===== src/rtl/pueo_trig_admit.sv =====
// Trigger admission scheduler: RF/SW arbitration, holdoff spacing, buffer credits, run sequencing.
// Optional PUEO_TRIG_ADMIT_STATS_EN adds a saturating dropped-request counter (dropped_o).
module pueo_trig_admit #(
  parameter int unsigned NBUF     = 4,
  parameter int unsigned TIMEBITS = 16,
  parameter int unsigned HOLDBITS = 16
) (
  input  logic                aclk_i,
  input  logic                aresetn_i,
  input  logic                run_rst_i,
  input  logic                run_stop_i,
  input  logic [HOLDBITS-1:0] holdoff_i,
  input  logic                rf_trig_i,
  input  logic [TIMEBITS-1:0] rf_time_i,
  input  logic                sw_trig_i,
  input  logic [TIMEBITS-1:0] sw_time_i,
  input  logic                evdone_i,
  output logic [TIMEBITS-1:0] trig_time_o,
  output logic                trig_time_valid_o,
  output logic                trig_src_o,
  output logic [15:0]         trig_num_o,
  output logic [3:0]          free_o,
  output logic                running_o,
  output logic                busy_o
`ifdef PUEO_TRIG_ADMIT_STATS_EN
  ,
  output logic [15:0]         dropped_o
`endif
);

  localparam int unsigned NUMBITS  = 16;
  localparam int unsigned FREEBITS = 4;
  localparam logic [FREEBITS-1:0] FULL = FREEBITS'(NBUF);

  typedef enum logic [1:0] {
    ST_IDLE  = 2'd0,
    ST_RUN   = 2'd1,
    ST_DRAIN = 2'd2
  } state_t;

  state_t              state, state_nx;
  logic [HOLDBITS-1:0] hold_cap, hold_cap_nx;
  logic [HOLDBITS-1:0] holdcnt, holdcnt_nx;
  logic [NUMBITS-1:0]  trig_num, trig_num_nx;
  logic [FREEBITS-1:0] free_nx;
  logic [TIMEBITS-1:0] trig_time_nx;
  logic                trig_src_nx;
  logic [NUMBITS-1:0]  trig_num_o_nx;
  logic                accept_c;
  logic                run_clear_c;

  // State register plus all registered datapath and outputs
  always_ff @(posedge aclk_i) begin
    if (!aresetn_i) begin
      state             <= ST_IDLE;
      hold_cap          <= '0;
      holdcnt           <= '0;
      trig_num          <= '0;
      free_o            <= FULL;
      trig_time_o       <= '0;
      trig_time_valid_o <= 1'b0;
      trig_src_o        <= 1'b0;
      trig_num_o        <= '0;
      running_o         <= 1'b0;
      busy_o            <= 1'b0;
    end else begin
      state             <= state_nx;
      hold_cap          <= hold_cap_nx;
      holdcnt           <= holdcnt_nx;
      trig_num          <= trig_num_nx;
      free_o            <= free_nx;
      trig_time_o       <= trig_time_nx;
      trig_time_valid_o <= accept_c;
      trig_src_o        <= trig_src_nx;
      trig_num_o        <= trig_num_o_nx;
      running_o         <= (state_nx == ST_RUN);
      busy_o            <= (free_nx < FULL);
    end
  end

  // Next-state, admission decision and datapath updates
  always_comb begin
    state_nx      = state;
    hold_cap_nx   = hold_cap;
    holdcnt_nx    = (holdcnt != '0) ? holdcnt - HOLDBITS'(1) : '0;
    trig_num_nx   = trig_num;
    trig_time_nx  = trig_time_o;
    trig_src_nx   = trig_src_o;
    trig_num_o_nx = trig_num_o;
    accept_c      = 1'b0;
    run_clear_c   = 1'b0;

    unique case (state)
      ST_IDLE: begin
        if (run_rst_i) begin
          state_nx    = ST_RUN;
          run_clear_c = 1'b1;
        end
      end
      ST_RUN: begin
        accept_c = (rf_trig_i | sw_trig_i) & (free_o != '0) & (holdcnt == '0)
                 & ~run_stop_i & ~run_rst_i;
        if (run_rst_i) begin
          run_clear_c = 1'b1;
        end else if (run_stop_i) begin
          state_nx = (free_o < FULL) ? ST_DRAIN : ST_IDLE;
        end
      end
      ST_DRAIN: begin
        if (free_o == FULL) state_nx = ST_IDLE;
      end
      default: state_nx = ST_IDLE;
    endcase

    if (run_clear_c) begin
      hold_cap_nx = holdoff_i;
      holdcnt_nx  = '0;
      trig_num_nx = '0;
    end

    // RF has fixed priority; the losing request is simply discarded
    if (accept_c) begin
      holdcnt_nx    = hold_cap;
      trig_num_nx   = trig_num + NUMBITS'(1);
      trig_num_o_nx = trig_num;
      trig_src_nx   = ~rf_trig_i;
      trig_time_nx  = rf_trig_i ? rf_time_i : sw_time_i;
    end

    free_nx = free_o;
    unique case ({accept_c, evdone_i})
      2'b10:   free_nx = free_o - FREEBITS'(1);
      2'b01:   free_nx = (free_o == FULL) ? free_o : free_o + FREEBITS'(1);
      default: free_nx = free_o;
    endcase
  end

`ifdef PUEO_TRIG_ADMIT_STATS_EN
  logic [1:0]  drop_inc_c;
  logic [16:0] drop_sum_c;

  always_comb begin
    drop_inc_c = '0;
    if (state == ST_RUN)
      drop_inc_c = 2'(rf_trig_i) + 2'(sw_trig_i) - 2'(accept_c);
    drop_sum_c = 17'(dropped_o) + 17'(drop_inc_c);
  end

  // Saturating count of requests discarded while running
  always_ff @(posedge aclk_i) begin
    if (!aresetn_i || run_clear_c) dropped_o <= '0;
    else if (drop_sum_c[16])       dropped_o <= 16'hFFFF;
    else                           dropped_o <= drop_sum_c[15:0];
  end
`endif

endmodule


===== config.mk =====
export PLATFORM = sky130hd
export DESIGN_NAME = pueo_trig_admit
export DESIGN_NICKNAME = d
export VERILOG_FILES = /design/src/rtl/pueo_trig_admit.sv
export SDC_FILE = /design/constraint.sdc
export NUM_CORES = 1
export LEC_CHECK = 0
export ABC_AREA = 1
export BUFFER_PORTS_ARGS = -buffer_cell sky130_fd_sc_hd__buf_2
export CAP_MARGIN = 25
export CORE_ASPECT_RATIO = 0.7
export CORE_MARGIN = 1
export CORE_UTILIZATION = 35
export DETAILED_ROUTE_END_ITERATION = 12
export GPL_TIMING_DRIVEN = 0
export PLACE_DENSITY_LB_ADDON = 0.25
export SLEW_MARGIN = 40
export SYNTH_ARGS = -nofsm -noshare
export SYNTH_HDL_FRONTEND = slang
export SYNTH_SLANG_ARGS = --single-unit

===== constraint.sdc =====
create_clock -name aclk_i -period 2.25 [get_ports aclk_i]
set_input_delay 0.45 -clock aclk_i [delete_from_list [all_inputs] [get_ports aclk_i]]
set_output_delay 0.45 -clock aclk_i [all_outputs]
set_load 0.01 [all_outputs]

==> metrics.txt <==
# TYPE chip_impl_metric gauge
chip_impl_metric{name="diodes",unit=""} 0
chip_impl_metric{name="cts_htree_levels",unit=""} 3
chip_impl_metric{name="vias",unit=""} 4160
chip_impl_metric{name="drc",unit=""} 0
chip_impl_info{name="tritoncts",value="built"} 1
chip_impl_metric{name="rrSetupSlack",unit="ns"} 0.15
chip_impl_metric{name="detail_route.wl_per_cell",unit="µm"} 12.74
chip_impl_metric{name="layout_min_cycle_time",unit="ns"} 2.104
chip_impl_metric{name="place_congestion",unit=""} 0.8855
chip_impl_metric{name="drt_pass1_iterations",unit=""} 4
chip_impl_metric{name="numCtsBuffers",unit=""} 9
chip_impl_metric{name="grt.overflow.total",unit=""} 0
chip_impl_metric{name="leakagePower",unit="nW"} 2.529
chip_impl_metric{name="synth-async-reset-ratio",unit=""} 0
chip_impl_metric{name="critical_path_arrival",unit="ns"} 2.38
chip_impl_metric{name="final_hold_violation_count",unit=""} 0
chip_impl_metric{name="synthDistinctLibCells",unit=""} 36
chip_impl_info{name="outcome",value="finished clean"} 1
chip_impl_metric{name="place_hpwl",unit="µm"} 8401
chip_impl_metric{name="power-per-cell-area",unit="nW/µm²"} 878.6
chip_impl_metric{name="drv.max_cap_violation_count",unit=""} 0
chip_impl_metric{name="synth_fp_nets",unit=""} 662
chip_impl_metric{name="global_route.usage.total",unit=""} 0.1790
chip_impl_metric{name="drive_above_1_share",unit=""} 0.2592
chip_impl_metric{name="grt_use_met1",unit=""} 0.2350
chip_impl_metric{name="grt_util_met3",unit=""} 0.04147
chip_impl_metric{name="total_power",unit="W"} 0.004759
chip_impl_metric{name="nFillCells",unit=""} 1240
chip_impl_metric{name="post_route_wl",unit="µm"} 11040
chip_impl_metric{name="maxClockFrequency",unit="GHz"} 0.4753
chip_impl_metric{name="insertion_delay",unit="ns"} 0.35
chip_impl_metric{name="die-height",unit="µm"} 95.58
chip_impl_metric{name="final_nets",unit=""} 766
chip_impl_metric{name="worstPathRequired",unit="ns"} 2.53
chip_impl_metric{name="rows",unit=""} 33
chip_impl_info{name="critPathKind",value="register to register"} 1
chip_impl_info{name="worst_min_path_class",value="primary input to register"} 1
chip_impl_metric{name="boundaryPins",unit=""} 95
chip_impl_metric{name="syn_avg_cell_area",unit="µm²"} 7.284
chip_impl_metric{name="cp_slowest_stage_delay",unit="ns"} 0.34
chip_impl_metric{name="relSlewSlack",unit=""} 0.5606
chip_impl_metric{name="critPathBufInv",unit=""} 3
chip_impl_metric{name="number_of_flops_mapped_to_enable_cells_by_yosys",unit=""} 0
chip_impl_metric{name="die_area",unit="µm²"} 12970
chip_impl_metric{name="final_area",unit="µm²"} 5416
chip_impl_metric{name="cts-hold-fix-buffers",unit=""} 0
chip_impl_metric{name="finalSetupViolCount",unit=""} 0
chip_impl_metric{name="flip_flop_and_latch_count_after_synthesis",unit=""} 90
chip_impl_metric{name="period_share",unit=""} 0.9350
chip_impl_metric{name="drv_slew",unit=""} 0
chip_impl_metric{name="grt_antenna_before_repair",unit=""} 0
chip_impl_metric{name="skew",unit="ns"} 0.006833
chip_impl_info{name="critical-path-top-delay-family",value="simple AND/OR/NAND/NOR gates"} 1
chip_impl_metric{name="die_width",unit="µm"} 135.7
chip_impl_metric{name="cts.sinks",unit=""} 90
chip_impl_metric{name="yosysWarningCount",unit=""} 0
chip_impl_metric{name="clk_pin_slew_worst_paths",unit="ns"} 0.06
chip_impl_metric{name="max_ir_drop_vdd",unit="mV"} 0.3974
chip_impl_metric{name="clock_path_buffers",unit=""} 2
chip_impl_metric{name="synth.yosys.seq_area_share",unit=""} 0.4115
chip_impl_metric{name="timing_worst_slew_pin_value",unit="ns"} 0.6591
chip_impl_metric{name="grt_first_pass_wirelength",unit="µm"} 18010
chip_impl_info{name="setup.worst_path.end_class",value="register"} 1
chip_impl_info{name="synth-main-ff-cell",value="dfxtp_1"} 1
chip_impl_metric{name="drtIter0Drc",unit=""} 245
chip_impl_metric{name="syn_area",unit="µm²"} 4378
chip_impl_metric{name="synthToLayoutAreaGrowth",unit="%"} 23.72
chip_impl_metric{name="number_of_global_route_vias_before_repair",unit=""} 3839
chip_impl_metric{name="numPortBuffers",unit=""} 93
chip_impl_metric{name="detailed_place.area",unit="µm²"} 5040
chip_impl_metric{name="antenna_left",unit=""} 0
chip_impl_metric{name="coreArea",unit="µm²"} 11930
chip_impl_metric{name="grt_use_met2",unit=""} 0.2917
chip_impl_info{name="gr-max-usage-layer",value="met2"} 1
chip_impl_metric{name="post_synth_inst_count",unit=""} 601
chip_impl_info{name="timing.critical_path.cells",value="inv_1 > ha_2 > nand2_2 > nand3_4 > inv_2 > nand3_2 > buf_6 > ha_2 > nand2_1 > nor2_1 > nand2_1 > nand3_1 > o21ai_0 > nor2_1"} 1
chip_impl_info{name="slowest_stage",value="dfxtp_2"} 1
chip_impl_metric{name="grt_max_degree",unit=""} 15
chip_impl_metric{name="vias_per_cell",unit=""} 4.798
chip_impl_info{name="cts_root_buf",value="clkbuf_16"} 1
chip_impl_info{name="startpoint_types",value="register"} 1
chip_impl_metric{name="initial_util",unit=""} 0.3669
chip_impl_metric{name="path_max_fanout",unit=""} 19
-- metal layers --
layer | part of all wire | routed length (µm)
met5 | 0 | 0
met4 | 0.012 | 128
met3 | 0.043 | 472
met2 | 0.46 | 5076
met1 | 0.49 | 5366
-- metrics by stage --
stage | worst slack, ns | setup TNS (ns) | std cells | util | hold WS, ns
2_1_floorplan | 0.1072 | 0 | 601 | - | 0.4206
3_3_place_gp | -0.06354 | -0.1238 | 851 | 0.4224 | 0.4425
3_5_place_dp | -0.1830 | -0.3341 | 851 | 0.4224 | 0.4436
4_1_cts | 0.001333 | 0 | 868 | 0.4516 | 0.3648
5_1_grt | -0.04350 | -0.05538 | 867 | 0.4539 | 0.3841
6_report | 0.1462 | 0 | 867 | 0.4539 | 0.3765
-- what timing repair did --
item,in CTS,in global routing
setup endpoints to repair,4,5
resized for setup,4,11
setup buffers,1,0
pin swaps,1,1
-- worst reg2reg max path, cell delays in order, from the launching register on --
cell     delay [ns]
dfxtp_2        0.34
inv_1          0.13
ha_2           0.23
nand2_2        0.08
nand3_4        0.13
inv_2          0.05
nand3_2        0.08
buf_6          0.21
ha_2           0.25
nand2_1        0.09
nor2_1         0.10
nand2_1        0.05
nand3_1        0.12
o21ai_0        0.11
nor2_1         0.08
-- synthesized netlist by cell type, types with 2 or more instances --
library cell	number	area, µm²
xor2_1	6	52.55
xnor2_1	6	52.55
inv_1	55	206.5
nor2_2	19	118.9
o22ai_2	9	112.6
nand4_1	5	31.28
dfxtp_1	90	1802
clkinv_1	2	7.510
nor3_1	8	40.04
clkbuf_1	12	45.04
a21oi_2	6	52.55
o21a_1	2	15.01
nand3_1	33	165.2
nand3_2	8	80.08
nor2_1	97	364.1
nand2_1	113	424.2
o21ai_2	4	35.03
ha_1	6	75.07
inv_2	3	11.26
buf_6	7	78.83
buf_4	5	37.54
a21oi_1	30	150.1
o21ai_0	59	295.3
o21ai_1	4	20.02
-- power by group --
| part | internal (W) | switching [W] | total, W |
|---|---|---|---|
| sequential | 0.00174 | 0.0000921 | 0.00183 |
| combinational | 0.000479 | 0.000753 | 0.00123 |
| clock | 0.00108 | 0.000612 | 0.00170 |
-- cell type report --
type,instances,area (µm²),share of cell area
timing repair buffer,94,473.0,0.08732
buffer,26,173.9,0.03211
multi-input combinational,424,2208,0.4077
sequential,90,1804,0.3331
inverter,60,225.2,0.04158
clock buffer,11,232.7,0.04297
clock inverter,5,102.6,0.01894
tap,157,196.4,0.03627
-- worst paths after layout --
check                 from  depth (start not counted)            to
min reg2reg   hold_cap[11]                          2  hold_cap[11]
max              free_o[0]                         14     free_o[3]
min          holdoff_i[14]                          3  hold_cap[14]
max reg2reg      free_o[0]                         14     free_o[3]
-- sequential cells by signal, indices dropped and copies added (netlist names) --
signal             cells
trig_time_o           16
holdcnt               16
state                  2
hold_cap              16
trig_num_o            16
running_o              1
free_o                 4
busy_o                 1
trig_num              16
trig_src_o             1
trig_time_valid_o      1
-- cells by family (layout without fill, tap and decap cells) --
logic type      after synthesis  in the layout  share of synthesized area
buf+inv                      87            196                    0.09374
simple gates                288            288                     0.2912
xor+xnor                     12             12                    0.02401
compound gates              118            118                     0.1623
flops                        90             90                     0.4115
fa+ha+maj                     6              6                    0.01715
-- layout by cell type (no fill, tap or decap), types with 3 or more instances in the layout --
cell type,Yosys,routed
inv_1,55,54
o21ai_0,59,58
clkbuf_16,0,9
inv_2,3,4
nor2_2,19,18
buf_2,1,94
a21oi_2,6,7
bufinv_16,0,3
dfxtp_1,90,88
nor3_1,8,8
buf_4,5,6
nand2_2,1,3
nor2_1,97,97
o21ai_1,4,4
nand4_1,5,5
nand2_1,113,111
o21ai_2,4,5
nand3_2,8,6
nand3_1,33,33
a21oi_1,30,29
xnor2_1,6,6
buf_6,7,6
clkbuf_1,12,14
xor2_1,6,6
o22ai_2,9,9
ha_2,0,4
No activity file was read; power rests on OpenSTA's default activity.
